$ cat config.mk
export PLATFORM = sky130hd
export DESIGN_NAME = prog_delay_flat
export DESIGN_NICKNAME = d
export VERILOG_FILES = /design/src/rtl/prog_delay_if.sv /design/src/rtl/prog_delay.sv /design/src/flat_wrapper.sv
export SDC_FILE = /design/constraint.sdc
export NUM_CORES = 1
export LEC_CHECK = 0
export ABC_AREA = 1
export BUFFER_PORTS_ARGS = -buffer_cell sky130_fd_sc_hd__buf_2
export CORE_ASPECT_RATIO = 0.8
export CORE_MARGIN = 5
export CORE_UTILIZATION = 41
export CTS_BUF_LIST = sky130_fd_sc_hd__clkbuf_2 sky130_fd_sc_hd__clkbuf_4 sky130_fd_sc_hd__clkbuf_8
export DETAILED_ROUTE_END_ITERATION = 6
export GPL_TIMING_DRIVEN = 0
export HOLD_SLACK_MARGIN = 0.15
export SETUP_SLACK_MARGIN = 0.1
export SLEW_MARGIN = 20
export SYNTH_ARGS = -nofsm -noshare
export SYNTH_HDL_FRONTEND = slang
export SYNTH_SLANG_ARGS = --single-unit
$ cat constraint.sdc
create_clock -name clk_i -period 3.3 [get_ports clk_i]
set_input_delay 0.495 -clock clk_i [delete_from_list [all_inputs] [get_ports clk_i]]
set_output_delay 0.495 -clock clk_i [all_outputs]
set_load 0.05 [all_outputs]
$ cat src/rtl/prog_delay_if.sv
// rtl/prog_delay_if.sv - configuration and sample stream bundle for the programmable delay line
interface prog_delay_if #(
  parameter int WIDTH = 8,
  parameter int DEL_W = 5
);
  logic             cfg_we;
  logic [DEL_W-1:0] del_cfg;
  logic [WIDTH-1:0] din;
  logic             din_vld;
  logic [WIDTH-1:0] dout;
  logic             dout_vld;
  logic             busy;
  logic [DEL_W-1:0] cur_del;

  modport master (
    output cfg_we, del_cfg, din, din_vld,
    input  dout, dout_vld, busy, cur_del
  );

  modport slave (
    input  cfg_we, del_cfg, din, din_vld,
    output dout, dout_vld, busy, cur_del
  );
endinterface

$ cat src/rtl/prog_delay.sv
// rtl/prog_delay.sv - runtime-programmable ring-buffer delay line; PROG_DELAY_ZERO_EN enables zero-delay bypass
module prog_delay #(
  parameter int WIDTH   = 8,
  parameter int MAX_DEL = 16,
  parameter int DEF_DEL = 1,
  parameter int DEL_W   = $clog2(MAX_DEL + 1)
) (
  input  logic        clk_i,
  input  logic        rst_i,
  prog_delay_if.slave bus
);

  localparam int AW = (MAX_DEL > 1) ? $clog2(MAX_DEL) : 1;
  localparam logic [DEL_W-1:0] MAX_DEL_V = DEL_W'(MAX_DEL);
  localparam logic [DEL_W-1:0] DEF_DEL_V = DEL_W'(DEF_DEL);
  localparam logic [DEL_W:0]   MAX_DEL_X = (DEL_W + 1)'(MAX_DEL);
`ifdef PROG_DELAY_ZERO_EN
  localparam logic [DEL_W-1:0] MIN_DEL_V = '0;
`else
  localparam logic [DEL_W-1:0] MIN_DEL_V = DEL_W'(1);
`endif

  typedef enum logic {FILL, RUN} state_e;

  state_e           state_q, state_d;
  logic [AW-1:0]    wr_ptr_q, wr_ptr_d, rd_addr;
  logic [DEL_W-1:0] cnt_q, cnt_d;
  logic [DEL_W-1:0] cur_del_q, cur_del_d;
  logic [DEL_W-1:0] del_clamped;
  logic [DEL_W:0]   ptr_x, del_x;
  logic [WIDTH:0]   mem_q [MAX_DEL];
  logic [WIDTH:0]   rd_word;

  always_comb begin
    del_clamped = bus.del_cfg;
    if (bus.del_cfg > MAX_DEL_V) begin
      del_clamped = MAX_DEL_V;
    end else if (bus.del_cfg == '0) begin
      del_clamped = MIN_DEL_V;
    end
  end

  // Read slot sits cur_del entries behind the write pointer; a delay of
  // MAX_DEL lands on the slot about to be overwritten.
  always_comb begin
    ptr_x = (DEL_W + 1)'(wr_ptr_q);
    del_x = (DEL_W + 1)'(cur_del_q);
    if (ptr_x >= del_x) begin
      rd_addr = AW'(ptr_x - del_x);
    end else begin
      rd_addr = AW'(ptr_x + MAX_DEL_X - del_x);
    end
  end

  assign rd_word = mem_q[rd_addr];

  always_comb begin
    state_d   = state_q;
    cnt_d     = cnt_q;
    cur_del_d = cur_del_q;
    wr_ptr_d  = (wr_ptr_q == AW'(MAX_DEL - 1)) ? '0 : wr_ptr_q + 1'b1;
    if (bus.cfg_we) begin
      cur_del_d = del_clamped;
      cnt_d     = '0;
      state_d   = FILL;
    end else if (state_q == FILL) begin
      if (cnt_q == cur_del_q - 1'b1) begin
        state_d = RUN;
      end else begin
        cnt_d = cnt_q + 1'b1;
      end
    end
  end

  always_ff @(posedge clk_i) begin
    if (rst_i) begin
      state_q   <= FILL;
      cnt_q     <= '0;
      cur_del_q <= DEF_DEL_V;
      wr_ptr_q  <= '0;
    end else begin
      state_q   <= state_d;
      cnt_q     <= cnt_d;
      cur_del_q <= cur_del_d;
      wr_ptr_q  <= wr_ptr_d;
    end
  end

  // Storage is free-running and unreset; FILL gating keeps stale slots hidden.
  always_ff @(posedge clk_i) begin
    mem_q[wr_ptr_q] <= {bus.din, bus.din_vld};
  end

  always_comb begin
    bus.dout     = '0;
    bus.dout_vld = 1'b0;
    bus.busy     = (state_q == FILL);
    bus.cur_del  = cur_del_q;
    if (state_q == RUN) begin
      {bus.dout, bus.dout_vld} = rd_word;
    end
`ifdef PROG_DELAY_ZERO_EN
    if (cur_del_q == '0) begin
      bus.dout     = bus.din;
      bus.dout_vld = bus.din_vld;
      bus.busy     = 1'b0;
    end
`endif
  end

endmodule

$ cat src/flat_wrapper.sv
// flat-port wrapper written by rule: the top's interface ports become plain ports
module prog_delay_flat 
#(
  parameter int WIDTH   = 8,
  parameter int MAX_DEL = 16,
  parameter int DEF_DEL = 1,
  parameter int DEL_W   = $clog2(MAX_DEL + 1)
)
  (clk_i, rst_i, bus_cfg_we, bus_del_cfg, bus_din, bus_din_vld, bus_dout, bus_dout_vld, bus_busy, bus_cur_del);
  prog_delay_if #(.WIDTH(WIDTH), .DEL_W(DEL_W)) bus_i ();
  input  logic clk_i;
  input  logic rst_i;
  input wire logic [$bits(bus_i.cfg_we)-1:0] bus_cfg_we;
  input wire logic [$bits(bus_i.del_cfg)-1:0] bus_del_cfg;
  input wire logic [$bits(bus_i.din)-1:0] bus_din;
  input wire logic [$bits(bus_i.din_vld)-1:0] bus_din_vld;
  output wire logic [$bits(bus_i.dout)-1:0] bus_dout;
  output wire logic [$bits(bus_i.dout_vld)-1:0] bus_dout_vld;
  output wire logic [$bits(bus_i.busy)-1:0] bus_busy;
  output wire logic [$bits(bus_i.cur_del)-1:0] bus_cur_del;
  assign bus_i.cfg_we = bus_cfg_we;
  assign bus_i.del_cfg = bus_del_cfg;
  assign bus_i.din = bus_din;
  assign bus_i.din_vld = bus_din_vld;
  assign bus_dout = bus_i.dout;
  assign bus_dout_vld = bus_i.dout_vld;
  assign bus_busy = bus_i.busy;
  assign bus_cur_del = bus_i.cur_del;
  prog_delay #(.WIDTH(WIDTH), .MAX_DEL(MAX_DEL), .DEF_DEL(DEF_DEL), .DEL_W(DEL_W)) u_core (.clk_i(clk_i), .rst_i(rst_i), .bus(bus_i));
endmodule
==> results.md <==
* Critical Path Max Stage Delay at 0.51 ns
* Worst R2R End: u_core.mem_q[11][0]
* Syn Nets at 669
* Die height at 125 microns
* Mapped Cells at between 600 and 700
* Commonest non-fill, non-tap cells in the layout: nand2_1 (206), edfxtp_1 (144), nand3_1 (72), nor2_1 (51), buf_2 (32)
* Slowest stage cell, crit path: fa_1
* Unique masters post-synth at 29
* Num CTS Buffers at 17
* Slew margin rel. at a little under two fifths
* Crit path DAT at about 2.7 ns
* Main synth FF type: edfxtp_1
* #FFs+latches synth at approximately 160
* Top delay family on crit path: adder cells
* Slew Viols, Final at 0
* Die W at ~150 microns
* Commonest non-fill, non-tap cell in the layout: nand2_1
* Yosys warning count at 0
* First-pass DRT Iterations at 4
* Largest net degree at the start of global routing at 17
* Status: complete, no violations
* Core area at ~16000 sq um
* Buf+Inv Stages, Crit Path at 5
* Final non-filler cell area at between 7000 and 8000 sq um
* Initial antenna violation count at 0
* GPL Wtd Cong at ~0.85
* DP Wirelength at roughly 11000 microns
* Ports at 32
* Fmax at about 320 MHz
* Synth area leader: edfxtp_1
* Synthesized area at 6840 sq um
* CP Class: reg2out
* Post-DP Area at 7290 sq um
* Worst hold stages at 2
* Starting density of the core at between 40% and 50%
* Setup violations, final at 0
* GR Overflow Total at 0
* Startpoint Class: flip-flop
* Worst-case reg-to-reg path depth at 3
* Hold Buf Count CTS at 0
* Max rail drop VDD at 0.000277 V
* Clk buf depth at 2
* Final Hold Vio Count at 0
* Tcrit/Tclk final at 95.9%
* Synth area leaders: edfxtp_1 (63%), nand2_1 (11%), nand3_1 (5.6%), dfxtp_1 (4.4%), nor2_1 (3.3%)
* CTS tree: done
* Area added between synthesis and finish at 16.7%
* Hold Path Class: in2reg
* FP Rows at 42
* Critical Path RT at ~2.8 ns
* # fillers at about 1500
* CP Capture Type: primary output
* GRT Util Overall at roughly 18%
* R2r setup slk at between 1 and 1.5 ns
* Max Cap Viol at 0
* DIE AREA at around 19000 sq um
* Avg Inst Size Synth at between 10 and 15 sq um
* 1st-iter DRT viols at roughly 500
* Pwr Total at between 0.004 and 0.005 W
* Pwr/cell area at about 590 nW/um^2
* Worst Min Path Start: bus_cfg_we
* Global-route wire length before repair at approximately 26000 microns
* Drt wl/cell at about 18 microns
* Routed wire length at around 17000 microns
* Post-synth EDFFs at about 140
* RSZ-0062 raised after global routing: yes
* Clock Latency Late Sink at around 0.46 ns
* Min Tclk post-route at 3.17 ns
* R2r startpoint: u_core.wr_ptr_q[1]
* P_leak at between 2 and 3 nW
* Clk sinks at roughly 160
* Worst Hold End: u_core.bus.cur_del[0]
* Vias per cell at 5.07
* Worst-margin pin slew at ~0.95 ns
* Post-synth top area share at between 60% and 70%
* Clock root cell: clkbuf_8
* Clock Pin Slew Worst Setup and Hold Paths at roughly 0.080 ns
* Remaining antenna violation count after routing at 0
* Layout Nets at 723
* Most used cell, CP: buf_6
* H-Tree Depth at 4
* Total number of vias at around 4700
* Vias in the first global route at ~4600
* Port Buf Inserts at 31
* Share of cells above drive strength 1 at about a fifth
* DRC violation count after routing at 0
* Ys async rst share at 0%
* Critical Path Fanout Max at 10
* Critical path, cell by cell: inv_2, ha_4, inv_2, fa_1, buf_6, buf_6, nand3_1, a21oi_2, o21ai_1, nand2_1, nor2_2, buf_6
* WHS at ~0.27 ns
* Setup Skew at between 0.007 and 0.008 ns
* # diodes at 0
* Sequential share of the synthesized area at approximately two thirds
cells in the mapped netlist, types with 2 or more instances:
| library cell | count |
|---|---|
| edfxtp_1 | 144 |
| o21ai_0 | 22 |
| buf_1 | 2 |
| clkbuf_1 | 6 |
| nand3_1 | 77 |
| inv_1 | 30 |
| xor2_1 | 2 |
| buf_2 | 13 |
| inv_2 | 2 |
| buf_6 | 2 |
| buf_4 | 3 |
| nand2_1 | 209 |
| dfxtp_1 | 15 |
| a21oi_1 | 33 |
| nor2_1 | 60 |
| ha_1 | 9 |
layer usage:
metal	vias up	wire, microns	GRT usage, %
met5	-	0	0
met4	0	111	3.48
met3	9	1210	4.59
met2	131	7680	26.8
met1	2284	7870	26.0
li1	2282	-	-
final cells by class:
cell class / instances / area (sq um) / share of cell area (%)
flip-flops and latches: 159 / 4630 / 58.0
plain buffers: 26 / 198 / 2.48
clock buffers: 17 / 234 / 2.93
multi-input cells: 424 / 2090 / 26.3
repair buffers: 35 / 241 / 3.03
clock inverters: 15 / 170 / 2.13
inverters: 33 / 134 / 1.68
well taps: 220 / 275 / 3.45
registers in the layout, indices dropped and copies added (netlist names):
name                flops
u_core.mem_q          144
u_core.state_q          1
u_core.wr_ptr_q         4
u_core.cnt_q            5
u_core.bus.cur_del      5
kinds of logic (layout without fill, tap and decap cells):
logic type | Yosys count | count (layout) | share of synthesized area [%]
AND/OR/NAND/NOR | 348 | 348 | 20.6
flip-flops | 159 | 159 | 67.7
AO/OA/AOI/OAI | 60 | 60 | 4.63
buffers and inverters | 59 | 126 | 3.90
adder cells (fa/ha/maj) | 10 | 10 | 1.94
XOR/XNOR | 6 | 6 | 1.26
where the power goes:
group | internal [W] | switching, W | leakage, nW
logic | 0.000322 | 0.000676 | 1.35
registers | 0.00225 | 0.0000219 | 1.43
clock network | 0.000742 | 0.000730 | 0.197
total | 0.00331 | 0.00143 | 2.98
how the worst max path moves through the flow:
stage,start,endpoint,slack (ns),cells past startpoint
6_report,u_core.wr_ptr_q[0],bus_dout[7],0.13,12
5_1_grt,u_core.wr_ptr_q[0],bus_dout[6],0.02,13
4_1_cts,u_core.wr_ptr_q[0],bus_dout[2],0.06,13
3_5_place_dp,u_core.wr_ptr_q[0],bus_dout[7],-0.02,12
3_3_place_gp,u_core.wr_ptr_q[0],bus_dout[1],-0.02,12
2_1_floorplan,u_core.bus.cur_del[0],bus_dout[4],0.18,11
worst reg2reg max path, stage by stage (launching register included):
cell and delay [ns]:
dfxtp_1 0.48, ha_1 0.23, inv_1 0.12, nor2_1 0.73
stage by stage:
| stage | instances | utilization (%) | setup slack, ns | setup TNS [ns] |
|---|---|---|---|---|
| floorplan | 642 | - | 0.181 | 0 |
| global placement | 893 | 44.3 | -0.0246 | -0.0452 |
| detailed placement | 893 | 44.3 | -0.0196 | -0.0339 |
| CTS | 928 | 47.8 | 0.0622 | 0 |
| global route | 929 | 48.5 | 0.0182 | 0 |
| finish | 929 | 48.5 | 0.135 | 0 |
what timing repair did:
item / CTS / global route
pin swaps: 9 / 14
endpoints found under the setup margin: 9 / 9
resized for setup: 52 / 32
buffers inserted: 3 / 1
Power figures use the tool's default switching activity.
